`config.mk`:
```
export PLATFORM = sky130hd
export DESIGN_NAME = stage_mem
export DESIGN_NICKNAME = d
export VERILOG_FILES = /design/src/rtl/stage_mem_pkg.sv /design/src/rtl/stage_mem_load_align.sv /design/src/rtl/stage_mem.sv
export SDC_FILE = /design/constraint.sdc
export NUM_CORES = 1
export LEC_CHECK = 0
export ABC_AREA = 0
export BUFFER_PORTS_ARGS = -buffer_cell sky130_fd_sc_hd__buf_2
export CAP_MARGIN = 5
export CORE_UTILIZATION = 48
export DETAILED_ROUTE_END_ITERATION = 10
export GPL_ROUTABILITY_DRIVEN = 0
export PLACE_DENSITY = 0.84
export SYNTH_ARGS = -nofsm -noshare
export SYNTH_HDL_FRONTEND = slang
export SYNTH_SLANG_ARGS = --single-unit
```
`constraint.sdc`:
```
create_clock -name clk -period 2.27 [get_ports clk]
set_input_delay 0.5675 -clock clk [delete_from_list [all_inputs] [get_ports clk]]
set_output_delay 0.5675 -clock clk [all_outputs]
set_load 0.02 [all_outputs]
```
`src/rtl/stage_mem_pkg.sv`:
```
// stage_mem_pkg -- shared types and constants for the memory/commit stage.
//
// Contents:
//   WD_SIZE, INSTR_SIZE, INSTR_REG_BITS, BE_BITS : datapath widths
//   mem_state_t                                  : memory-stage FSM states
//   FUNCT3_*                                     : load/store size/sign encodings
//   mem_be_gen / mem_wdata_gen / mem_misaligned  : request-forming helpers
//
// Optional feature macro used by the stage: MEM_MISALIGN_TRAP_EN.
package stage_mem_pkg;

  localparam int WD_SIZE        = 32;
  localparam int INSTR_SIZE     = 32;
  localparam int INSTR_REG_BITS = 5;
  localparam int BE_BITS        = WD_SIZE / 8;

  typedef enum logic [1:0] {
    MEM_IDLE = 2'd0,
    MEM_REQ  = 2'd1,
    MEM_RESP = 2'd2
  } mem_state_t;

  localparam logic [2:0] FUNCT3_LB  = 3'b000;
  localparam logic [2:0] FUNCT3_LH  = 3'b001;
  localparam logic [2:0] FUNCT3_LW  = 3'b010;
  localparam logic [2:0] FUNCT3_LBU = 3'b100;
  localparam logic [2:0] FUNCT3_LHU = 3'b101;
  localparam logic [2:0] FUNCT3_SB  = 3'b000;
  localparam logic [2:0] FUNCT3_SH  = 3'b001;
  localparam logic [2:0] FUNCT3_SW  = 3'b010;

  // Byte enables from access size (funct3[1:0]) and the low address bits.
  // Sizes other than byte/half fall back to a full word.
  function automatic logic [BE_BITS-1:0] mem_be_gen(input logic [2:0] f3,
                                                    input logic [1:0] a);
    logic [BE_BITS-1:0] be;
    case (f3[1:0])
      FUNCT3_SB[1:0]: be = BE_BITS'(1) << a;
      FUNCT3_SH[1:0]: be = BE_BITS'(3) << {a[1], 1'b0};
      default:        be = {BE_BITS{1'b1}};
    endcase
    return be;
  endfunction

  // Store data replicated across every lane so the byte enables alone
  // decide which bytes land in memory.
  function automatic logic [WD_SIZE-1:0] mem_wdata_gen(input logic [2:0]         f3,
                                                       input logic [WD_SIZE-1:0] d);
    logic [WD_SIZE-1:0] w;
    case (f3[1:0])
      FUNCT3_SB[1:0]: w = {(WD_SIZE/8){d[7:0]}};
      FUNCT3_SH[1:0]: w = {(WD_SIZE/16){d[15:0]}};
      default:        w = d;
    endcase
    return w;
  endfunction

  // Half needs a[0]==0; word (and any undefined size) needs a[1:0]==0.
  function automatic logic mem_misaligned(input logic [2:0] f3,
                                          input logic [1:0] a);
    logic m;
    case (f3[1:0])
      FUNCT3_SB[1:0]: m = 1'b0;
      FUNCT3_SH[1:0]: m = a[0];
      default:        m = (a != 2'b00);
    endcase
    return m;
  endfunction

endpackage

```
`src/rtl/stage_mem_load_align.sv`:
```
// stage_mem_load_align -- combinational load lane select and extension.
//
// Ports:
//   rdata_i    [WD_SIZE-1:0]  raw word returned by data memory
//   addr_lo_i  [1:0]          low address bits of the load
//   funct3_i   [2:0]          access size/sign
//   data_o     [WD_SIZE-1:0]  extended value for writeback
//
// Undefined funct3 encodings return the whole word.
module stage_mem_load_align
  import stage_mem_pkg::*;
(
  input  logic [WD_SIZE-1:0] rdata_i,
  input  logic [1:0]         addr_lo_i,
  input  logic [2:0]         funct3_i,
  output logic [WD_SIZE-1:0] data_o
);

  logic [7:0]  byte_v;
  logic [15:0] half_v;

  always_comb begin
    byte_v = rdata_i[{addr_lo_i, 3'b000} +: 8];
    // Halves are picked by a[1] only; a[0] is ignored for unaligned halves.
    half_v = rdata_i[{addr_lo_i[1], 4'b0000} +: 16];
    case (funct3_i)
      FUNCT3_LB:  data_o = {{(WD_SIZE-8){byte_v[7]}}, byte_v};
      FUNCT3_LH:  data_o = {{(WD_SIZE-16){half_v[15]}}, half_v};
      FUNCT3_LBU: data_o = {{(WD_SIZE-8){1'b0}}, byte_v};
      FUNCT3_LHU: data_o = {{(WD_SIZE-16){1'b0}}, half_v};
      default:    data_o = rdata_i;
    endcase
  end

endmodule

```
`src/rtl/stage_mem.sv`:
```
// stage_mem -- memory/commit stage of the in-order pipeline.
//
// Consumes the ALU stage outputs, issues data-memory requests for loads and
// stores (stalling upstream while busy), resolves branch/jump redirects and
// delivers results to writeback.
//
// Ports:
//   clk, reset_n                 clock, synchronous active-low reset
//   in_valid, stall_o            upstream handshake (in_valid sampled in IDLE only)
//   pc_i, rd_i, instr_*_i        target PC, destination reg, one-hot class flags
//   funct3_i                     access size/sign
//   alu_result_i, alu_zero_i     address/result, branch condition
//   rs2_data_i                   store data
//   mem_req_*                    valid/ready data-memory request
//   mem_rsp_valid_i/rdata_i      load response
//   wb_*                         writeback pulse, enable, register, data
//   redirect_valid_o/pc_o        fetch redirect pulse and target
//
// Macro MEM_MISALIGN_TRAP_EN: when defined, misaligned half/word accesses
// issue no request and instead pulse misalign_o with misalign_addr_o.
// When undefined those ports are absent and low address bits are ignored.
module stage_mem
  import stage_mem_pkg::*;
(
  input  logic                      clk,
  input  logic                      reset_n,
  input  logic                      in_valid,
  output logic                      stall_o,
  input  logic [INSTR_SIZE-1:0]     pc_i,
  input  logic [INSTR_REG_BITS-1:0] rd_i,
  input  logic                      instr_op_i,
  input  logic                      instr_ld_i,
  input  logic                      instr_st_i,
  input  logic                      instr_jm_i,
  input  logic                      instr_br_i,
  input  logic [2:0]                funct3_i,
  input  logic [WD_SIZE-1:0]        alu_result_i,
  input  logic                      alu_zero_i,
  input  logic [WD_SIZE-1:0]        rs2_data_i,
  output logic                      mem_req_valid_o,
  input  logic                      mem_req_ready_i,
  output logic                      mem_req_we_o,
  output logic [WD_SIZE-1:0]        mem_req_addr_o,
  output logic [WD_SIZE-1:0]        mem_req_wdata_o,
  output logic [BE_BITS-1:0]        mem_req_be_o,
  input  logic                      mem_rsp_valid_i,
  input  logic [WD_SIZE-1:0]        mem_rsp_rdata_i,
  output logic                      wb_valid_o,
  output logic                      wb_we_o,
  output logic [INSTR_REG_BITS-1:0] wb_rd_o,
  output logic [WD_SIZE-1:0]        wb_data_o,
  output logic                      redirect_valid_o,
  output logic [INSTR_SIZE-1:0]     redirect_pc_o
`ifdef MEM_MISALIGN_TRAP_EN
  ,
  output logic                      misalign_o,
  output logic [WD_SIZE-1:0]        misalign_addr_o
`endif
);

  mem_state_t                state_q;
  logic                      is_load_q;
  logic [2:0]                funct3_q;
  logic [1:0]                addr_lo_q;
  logic [INSTR_REG_BITS-1:0] rd_q;

  logic                      req_valid_q;
  logic                      req_we_q;
  logic [WD_SIZE-1:0]        req_addr_q;
  logic [WD_SIZE-1:0]        req_wdata_q;
  logic [BE_BITS-1:0]        req_be_q;

  logic                      wb_valid_q;
  logic                      wb_we_q;
  logic [INSTR_REG_BITS-1:0] wb_rd_q;
  logic [WD_SIZE-1:0]        wb_data_q;
  logic                      redirect_valid_q;
  logic [INSTR_SIZE-1:0]     redirect_pc_q;

`ifdef MEM_MISALIGN_TRAP_EN
  logic                      misalign_q;
  logic [WD_SIZE-1:0]        misalign_addr_q;
`endif

  logic [WD_SIZE-1:0]        load_data_d;

  stage_mem_load_align u_load_align (
    .rdata_i   (mem_rsp_rdata_i),
    .addr_lo_i (addr_lo_q),
    .funct3_i  (funct3_q),
    .data_o    (load_data_d)
  );

  always_ff @(posedge clk) begin
    if (!reset_n) begin
      state_q          <= MEM_IDLE;
      is_load_q        <= 1'b0;
      funct3_q         <= '0;
      addr_lo_q        <= '0;
      rd_q             <= '0;
      req_valid_q      <= 1'b0;
      req_we_q         <= 1'b0;
      req_addr_q       <= '0;
      req_wdata_q      <= '0;
      req_be_q         <= '0;
      wb_valid_q       <= 1'b0;
      wb_we_q          <= 1'b0;
      wb_rd_q          <= '0;
      wb_data_q        <= '0;
      redirect_valid_q <= 1'b0;
      redirect_pc_q    <= '0;
`ifdef MEM_MISALIGN_TRAP_EN
      misalign_q       <= 1'b0;
      misalign_addr_q  <= '0;
`endif
    end else begin
      // Pulse outputs are high for exactly one cycle.
      wb_valid_q       <= 1'b0;
      redirect_valid_q <= 1'b0;
`ifdef MEM_MISALIGN_TRAP_EN
      misalign_q       <= 1'b0;
`endif
      case (state_q)
        MEM_IDLE: begin
          if (in_valid) begin
            if (instr_ld_i || instr_st_i) begin
`ifdef MEM_MISALIGN_TRAP_EN
              if (mem_misaligned(funct3_i, alu_result_i[1:0])) begin
                wb_valid_q      <= 1'b1;
                wb_we_q         <= 1'b0;
                wb_rd_q         <= rd_i;
                wb_data_q       <= '0;
                misalign_q      <= 1'b1;
                misalign_addr_q <= alu_result_i;
              end else
`endif
              begin
                state_q     <= MEM_REQ;
                is_load_q   <= instr_ld_i;
                funct3_q    <= funct3_i;
                addr_lo_q   <= alu_result_i[1:0];
                rd_q        <= rd_i;
                req_valid_q <= 1'b1;
                req_we_q    <= instr_st_i;
                req_addr_q  <= {alu_result_i[WD_SIZE-1:2], 2'b00};
                req_wdata_q <= mem_wdata_gen(funct3_i, rs2_data_i);
                req_be_q    <= mem_be_gen(funct3_i, alu_result_i[1:0]);
              end
            end else if (instr_br_i) begin
              wb_valid_q       <= 1'b1;
              wb_we_q          <= 1'b0;
              wb_rd_q          <= rd_i;
              wb_data_q        <= alu_result_i;
              redirect_valid_q <= alu_zero_i;
              redirect_pc_q    <= pc_i;
            end else if (instr_op_i || instr_jm_i) begin
              wb_valid_q       <= 1'b1;
              wb_we_q          <= (rd_i != '0);
              wb_rd_q          <= rd_i;
              wb_data_q        <= alu_result_i;
              redirect_valid_q <= instr_jm_i;
              redirect_pc_q    <= pc_i;
            end
          end
        end

        // A response seen here is a protocol violation and is dropped.
        MEM_REQ: begin
          if (mem_req_ready_i) begin
            req_valid_q <= 1'b0;
            if (is_load_q) begin
              state_q <= MEM_RESP;
            end else begin
              state_q    <= MEM_IDLE;
              wb_valid_q <= 1'b1;
              wb_we_q    <= 1'b0;
              wb_rd_q    <= rd_q;
              wb_data_q  <= '0;
            end
          end
        end

        MEM_RESP: begin
          if (mem_rsp_valid_i) begin
            state_q    <= MEM_IDLE;
            wb_valid_q <= 1'b1;
            wb_we_q    <= (rd_q != '0);
            wb_rd_q    <= rd_q;
            wb_data_q  <= load_data_d;
          end
        end

        default: state_q <= MEM_IDLE;
      endcase
    end
  end

  assign stall_o          = (state_q != MEM_IDLE);
  assign mem_req_valid_o  = req_valid_q;
  assign mem_req_we_o     = req_we_q;
  assign mem_req_addr_o   = req_addr_q;
  assign mem_req_wdata_o  = req_wdata_q;
  assign mem_req_be_o     = req_be_q;
  assign wb_valid_o       = wb_valid_q;
  assign wb_we_o          = wb_we_q;
  assign wb_rd_o          = wb_rd_q;
  assign wb_data_o        = wb_data_q;
  assign redirect_valid_o = redirect_valid_q;
  assign redirect_pc_o    = redirect_pc_q;
`ifdef MEM_MISALIGN_TRAP_EN
  assign misalign_o       = misalign_q;
  assign misalign_addr_o  = misalign_addr_q;
`endif

endmodule

```
Word-level counts from Yosys, hierarchy flattened
Cells that the tools add are included.

storage, ports and cells
  bits in registers = 153

operators by class
  multiplexer cells = 49
  bitwise operators = 4
  equality and inequality tests = 13
  reduce and logical (&&, ||, !) cells = 17
  shift-type cells = 4

operators with widths
  cell                                                                    count
  32-bit 2-to-1 mux                                                       9
  32-bit one-hot mux with 4 select lines                                  1
  32-bit one-hot mux with 3 select lines                                  1
  32-bit one-hot mux with 2 select lines                                  1
  5-bit 2-to-1 mux                                                        7
  32-bit by 6-bit variable part select with 16-bit output                 1
  32-bit by 6-bit variable part select with 8-bit output                  1
  1-bit 2-to-1 mux                                                        19
  5-bit one-hot mux with 3 select lines                                   1
  2-bit != test (second input constant)                                   6
  4-bit AND reduction                                                     3
  2-bit 2-to-1 mux                                                        5
  5-bit nonzero test                                                      2
  4-bit one-hot mux with 2 select lines                                   1
  7-bit AND reduction                                                     1
  3-bit equality test (second input constant)                             2
  1-bit one-hot mux with 3 select lines                                   2
  2-bit one-hot mux with 3 select lines                                   1
  2-bit nonzero test                                                      3
  2-bit by 1-bit equality test with 1-bit output (second input constant)  2
  2-bit logical NOT                                                       2
  1-bit NOT                                                               4
  4-bit OR reduction                                                      1
  1-bit by 2-bit left shift with 4-bit output (first input constant)      1
  other kinds (9)                                                         10

Logic depth before layout (Yosys ltp)
  depth after elaboration = 6
  depth in mapped cells = 9
  mapped depth without buffers = 6

Modules after synthesis
From an unflattened synthesis, not the netlist that was laid out.

unflattened totals
  cell total of the unflattened synthesis = 889
  area total of the unflattened synthesis = 7229.4 um^2

by module, submodules not included
  module                instances  cells an instance  sequential area each (um^2)  area an instance (um^2)
  stage_mem             1          768                3062.9                       6331.1
  stage_mem_load_align  1          121                0.0                          898.4

Worst setup path before layout
Ideal clock, no wire load.

  path type = flip-flop to flip-flop
  start point = reg state_q[0]
  end point = reg wb_data_q[22] (netlist: wb_data_o[22])
  data arrival time = 1.729 ns
  required time = 2.134 ns
  library setup time = 0.136 ns
  stages on the path, launching flop included = 9
  setup slack = 0.406 ns
  cell sequence = dfxtp_1 inv_1 ha_1 buf_2 nand4bb_4 o2bb2ai_2 a21o_1 buf_2 o221ai_1

on the way
  word-level cells in the longest chain between the ends = 3

ends and longest elaborated chain
  item                                                                    line              RTL
  from (decl)                                                             stage_mem.sv:61   mem_state_t state_q;
  from (signal assigned)                                                  stage_mem.sv:96   state_q <= MEM_IDLE;
  from (signal assigned)                                                  stage_mem.sv:138  state_q <= MEM_REQ;
  from (signal assigned)                                                  stage_mem.sv:172  state_q <= MEM_RESP;
  2-bit by 1-bit equality test with 1-bit output (tied with other cells)  stage_mem.sv:123  case (state_q)
  2-bit != test (no source line) (tied with other cells)                  -
  7-bit AND reduction (no source line)                                    -
  to (signal assigned)                                                    stage_mem.sv:153  wb_data_q <= alu_result_i;
  to (signal assigned)                                                    stage_mem.sv:160  wb_data_q <= alu_result_i;
  to (signal assigned)                                                    stage_mem.sv:189  wb_data_q <= load_data_d;
  to (decl)                                                               stage_mem.sv:76   logic [WD_SIZE-1:0] wb_data_q;

Parallel ways exist; a longest one is shown, timed or not.
A chain may end at the register's enable or synchronous reset.

Worst setup path after layout
  start point = reg state_q[0]
  end point = out stall_o

on the way
  word-level cells in the longest chain between the ends = 1

ends and longest elaborated chain
  item                line              RTL
  2-bit nonzero test  stage_mem.sv:198  assign stall_o = (state_q != MEM_IDLE);
  to (decl)           stage_mem.sv:28   output logic stall_o,

Every way passes these cells.

==> reports/qor.yml <==
status: "finished clean"
start_util: 0.492
dr_wl_met3_um: 2280
drtIter0Drc: 765
crit_path_end_kind: "primary output"
die_h_um: 121
cts_buffers: 17
clk_pin_slew_ps: 60
htreeDepth: 4
grt_start_max_net_pins: 68
setup_tns_ps: 0
coreArea_um2: 13900
whs_ps: 380
drive_gt1_frac: 0.327
min_period_ps: 2120
via_count: 7330
fin_skew_ps: 6.76
die_w_um: 121
io_buffers: 287
pin_count: 290
setup_viol: 0
cp.arrival_ps: 1550
crit_path_max_fanout: 7
wl_met1_um: 8590
rsz0062_at_grt: "false"
ys_top_cells_by_area: "dfxtp_1 (45%), nand2_1 (11%), a21oi_1 (9.5%)"
grt_pass1_wl_um: 34500
relSlewSlack: 0.327
route.detailed.drc: 0
ys_seq_elements: 153
globalRoute.totalOverflow: 0
viasPerCell: 5.70
top_layer: "met4"
ant_nets: 0
synth_top_area_share: 0.449
worst_slew_pin_slew_ps: 1010
cts_max_path_buffers: 2
wl_met2_um: 10700
final_util: 0.654
wl_um: 22500
p_per_area_nw_per_um2: 785
dr.pass1.iters: 6
cts_tree: "done"
ir_worst_vdd_mv: 0.818
first_global_vias: 6805
syn_area_per_cell_um2: 8.22
setup_ws_ps: 149
final_max_slew_viol_count: 0
dieArea_um2: 14700
p_leak_nw: 4.07
syn_area_um2: 6820
critPathLaunchType: "flip-flop"
post_cts_buffers: 0
fin_crit_sh: 0.935
crit_type: "flip-flop to primary output"
fmax_ghz: 0.471
ys_types: 48
synthArstFlopShare: 0
synth_edf_count: 0
ctsHoldBuffers: 0
dp_hpwl_um: 16100
cap_viol_max_count: 0
wire_per_inst_um: 17.5
grt_antenna_before_repair: 1
syn_to_final_growth_pct: 33.1
dp_slack_ps: 92.5
clkSinkCount: 153
holdCritPathClass: "primary input to flip-flop"
cp.required_ps: 1700
netlist_instances: 830
clkLatencyLatePin_ps: 420
nets: 1242
groute.usage.overall: 0.303
cts_resized: 0
cts_root_buf: "clkbuf_16"
hold_viol_final: 0
synth_ff_type: "dfxtp_1"
synth-seq-area-share: 0.449
yosysTopAreaCell: "dfxtp_1"
rows: 43
yosys_warnings: 0
==> cells in the mapped netlist, drive strengths merged (10+ instances only) <==
master,number
mux2i,24
buf,24
clkbuf,48
o21ai,27
nand2,196
a21oi,130
a211oi,10
o211ai,10
nor2,32
inv,23
dfxtp,153
o221ai,15
nor2b,10
a31oi,10
a311oi,24
nand2b,10
nand3,22
==> registers in the layout, summed over array words and instances, names as in the netlist <==
name,cells
mem_req_be_o,4
wb_valid_o,1
state_q,2
addr_lo_q,2
mem_req_we_o,1
redirect_pc_o,32
wb_rd_o,5
mem_req_wdata_o,32
funct3_q,3
rd_q,5
redirect_valid_o,1
mem_req_addr_o,30
wb_we_o,1
wb_data_o,32
mem_req_valid_o,1
is_load_q,1
==> metal layers <==
layer,vias to the layer above,global-route usage
met5,-,0
met4,0,0.155
met3,66,0.0926
met2,445,0.500
met1,3385,0.352
li1,3434,-
==> report_power, final <==
part | internal (mW) | total, mW | leakage (nW) | switching (mW)
clock | 1.79 | 2.90 | 0.294 | 1.11
combinational | 0.482 | 1.29 | 2.52 | 0.807
sequential | 2.85 | 2.94 | 1.25 | 0.0881
total | 5.12 | 7.13 | 4.07 | 2.01
==> final cells by class <==
class | count | area [um^2]
Multi-Input combinational cell | 581 | 3370
Antenna cell | 1 | 2.50
Fill cell | 1118 | 4800
Inverter | 25 | 96.3
Sequential cell | 153 | 3060
Clock buffer | 21 | 460
Clock inverter | 11 | 143
Tap cell | 180 | 225
Timing Repair Buffer | 313 | 1720
==> placed cells by master (no fill, tap or decap), drive strengths merged, types with 8 or more instances in the layout <==
| cell type | Yosys | routed |
|---|---|---|
| a311oi | 24 | 24 |
| buf | 24 | 313 |
| nor2 | 32 | 32 |
| nor2b | 10 | 10 |
| nand2b | 10 | 10 |
| a31oi | 10 | 10 |
| mux2i | 24 | 24 |
| a21oi | 130 | 130 |
| o2111ai | 9 | 9 |
| a211oi | 10 | 10 |
| mux4 | 8 | 8 |
| o21ai | 27 | 27 |
| dfxtp | 153 | 153 |
| o221ai | 15 | 15 |
| nand3 | 22 | 22 |
| inv | 23 | 25 |
| o211ai | 10 | 10 |
| clkbuf | 48 | 21 |
| nand2 | 196 | 196 |
==> critical path, stage by stage (launching register included) <==
cell and delay (ps):
dfxtp_1 350, inv_1 90, ha_1 260, buf_4 190
inv_1 80, buf_2 180
==> stage by stage <==
stage / cells / cell area (um^2) / power (mW)
after global routing: 1284 / 9080 / 7.39
final: 1285 / 9080 / 7.13
after detailed placement: 1252 / 8480 / 4.27
after CTS: 1284 / 9080 / 7.15
after global placement: 1252 / 8480 / 4.24
after floorplan: 831 / 6830 / 3.74
==> kinds of logic (layout without fill, tap and decap cells) <==
kind of cell | count (synthesis) | count (layout) | synth area share
other | 1 | 3 | 0.000550
and+or+nand+nor | 292 | 292 | 0.186
muxes | 33 | 33 | 0.0644
AOI/OAI and AO/OA | 250 | 250 | 0.235
adders and majority gates | 4 | 4 | 0.00734
DFF | 153 | 153 | 0.449
buffers and inverters | 97 | 370 | 0.0585
==> path summary, 6_finish.rpt <==
path	from	depth (start not counted)	endpoint	slack (ps)
max reg2reg	state_q[0]	6	wb_data_o[25]	210
min	pc_i[5]	3	redirect_pc_o[5]	380
min reg2reg	mem_req_addr_o[7]	2	mem_req_addr_o[7]	450
max	state_q[0]	5	stall_o	150
No activity file was read; power rests on OpenSTA's default activity.
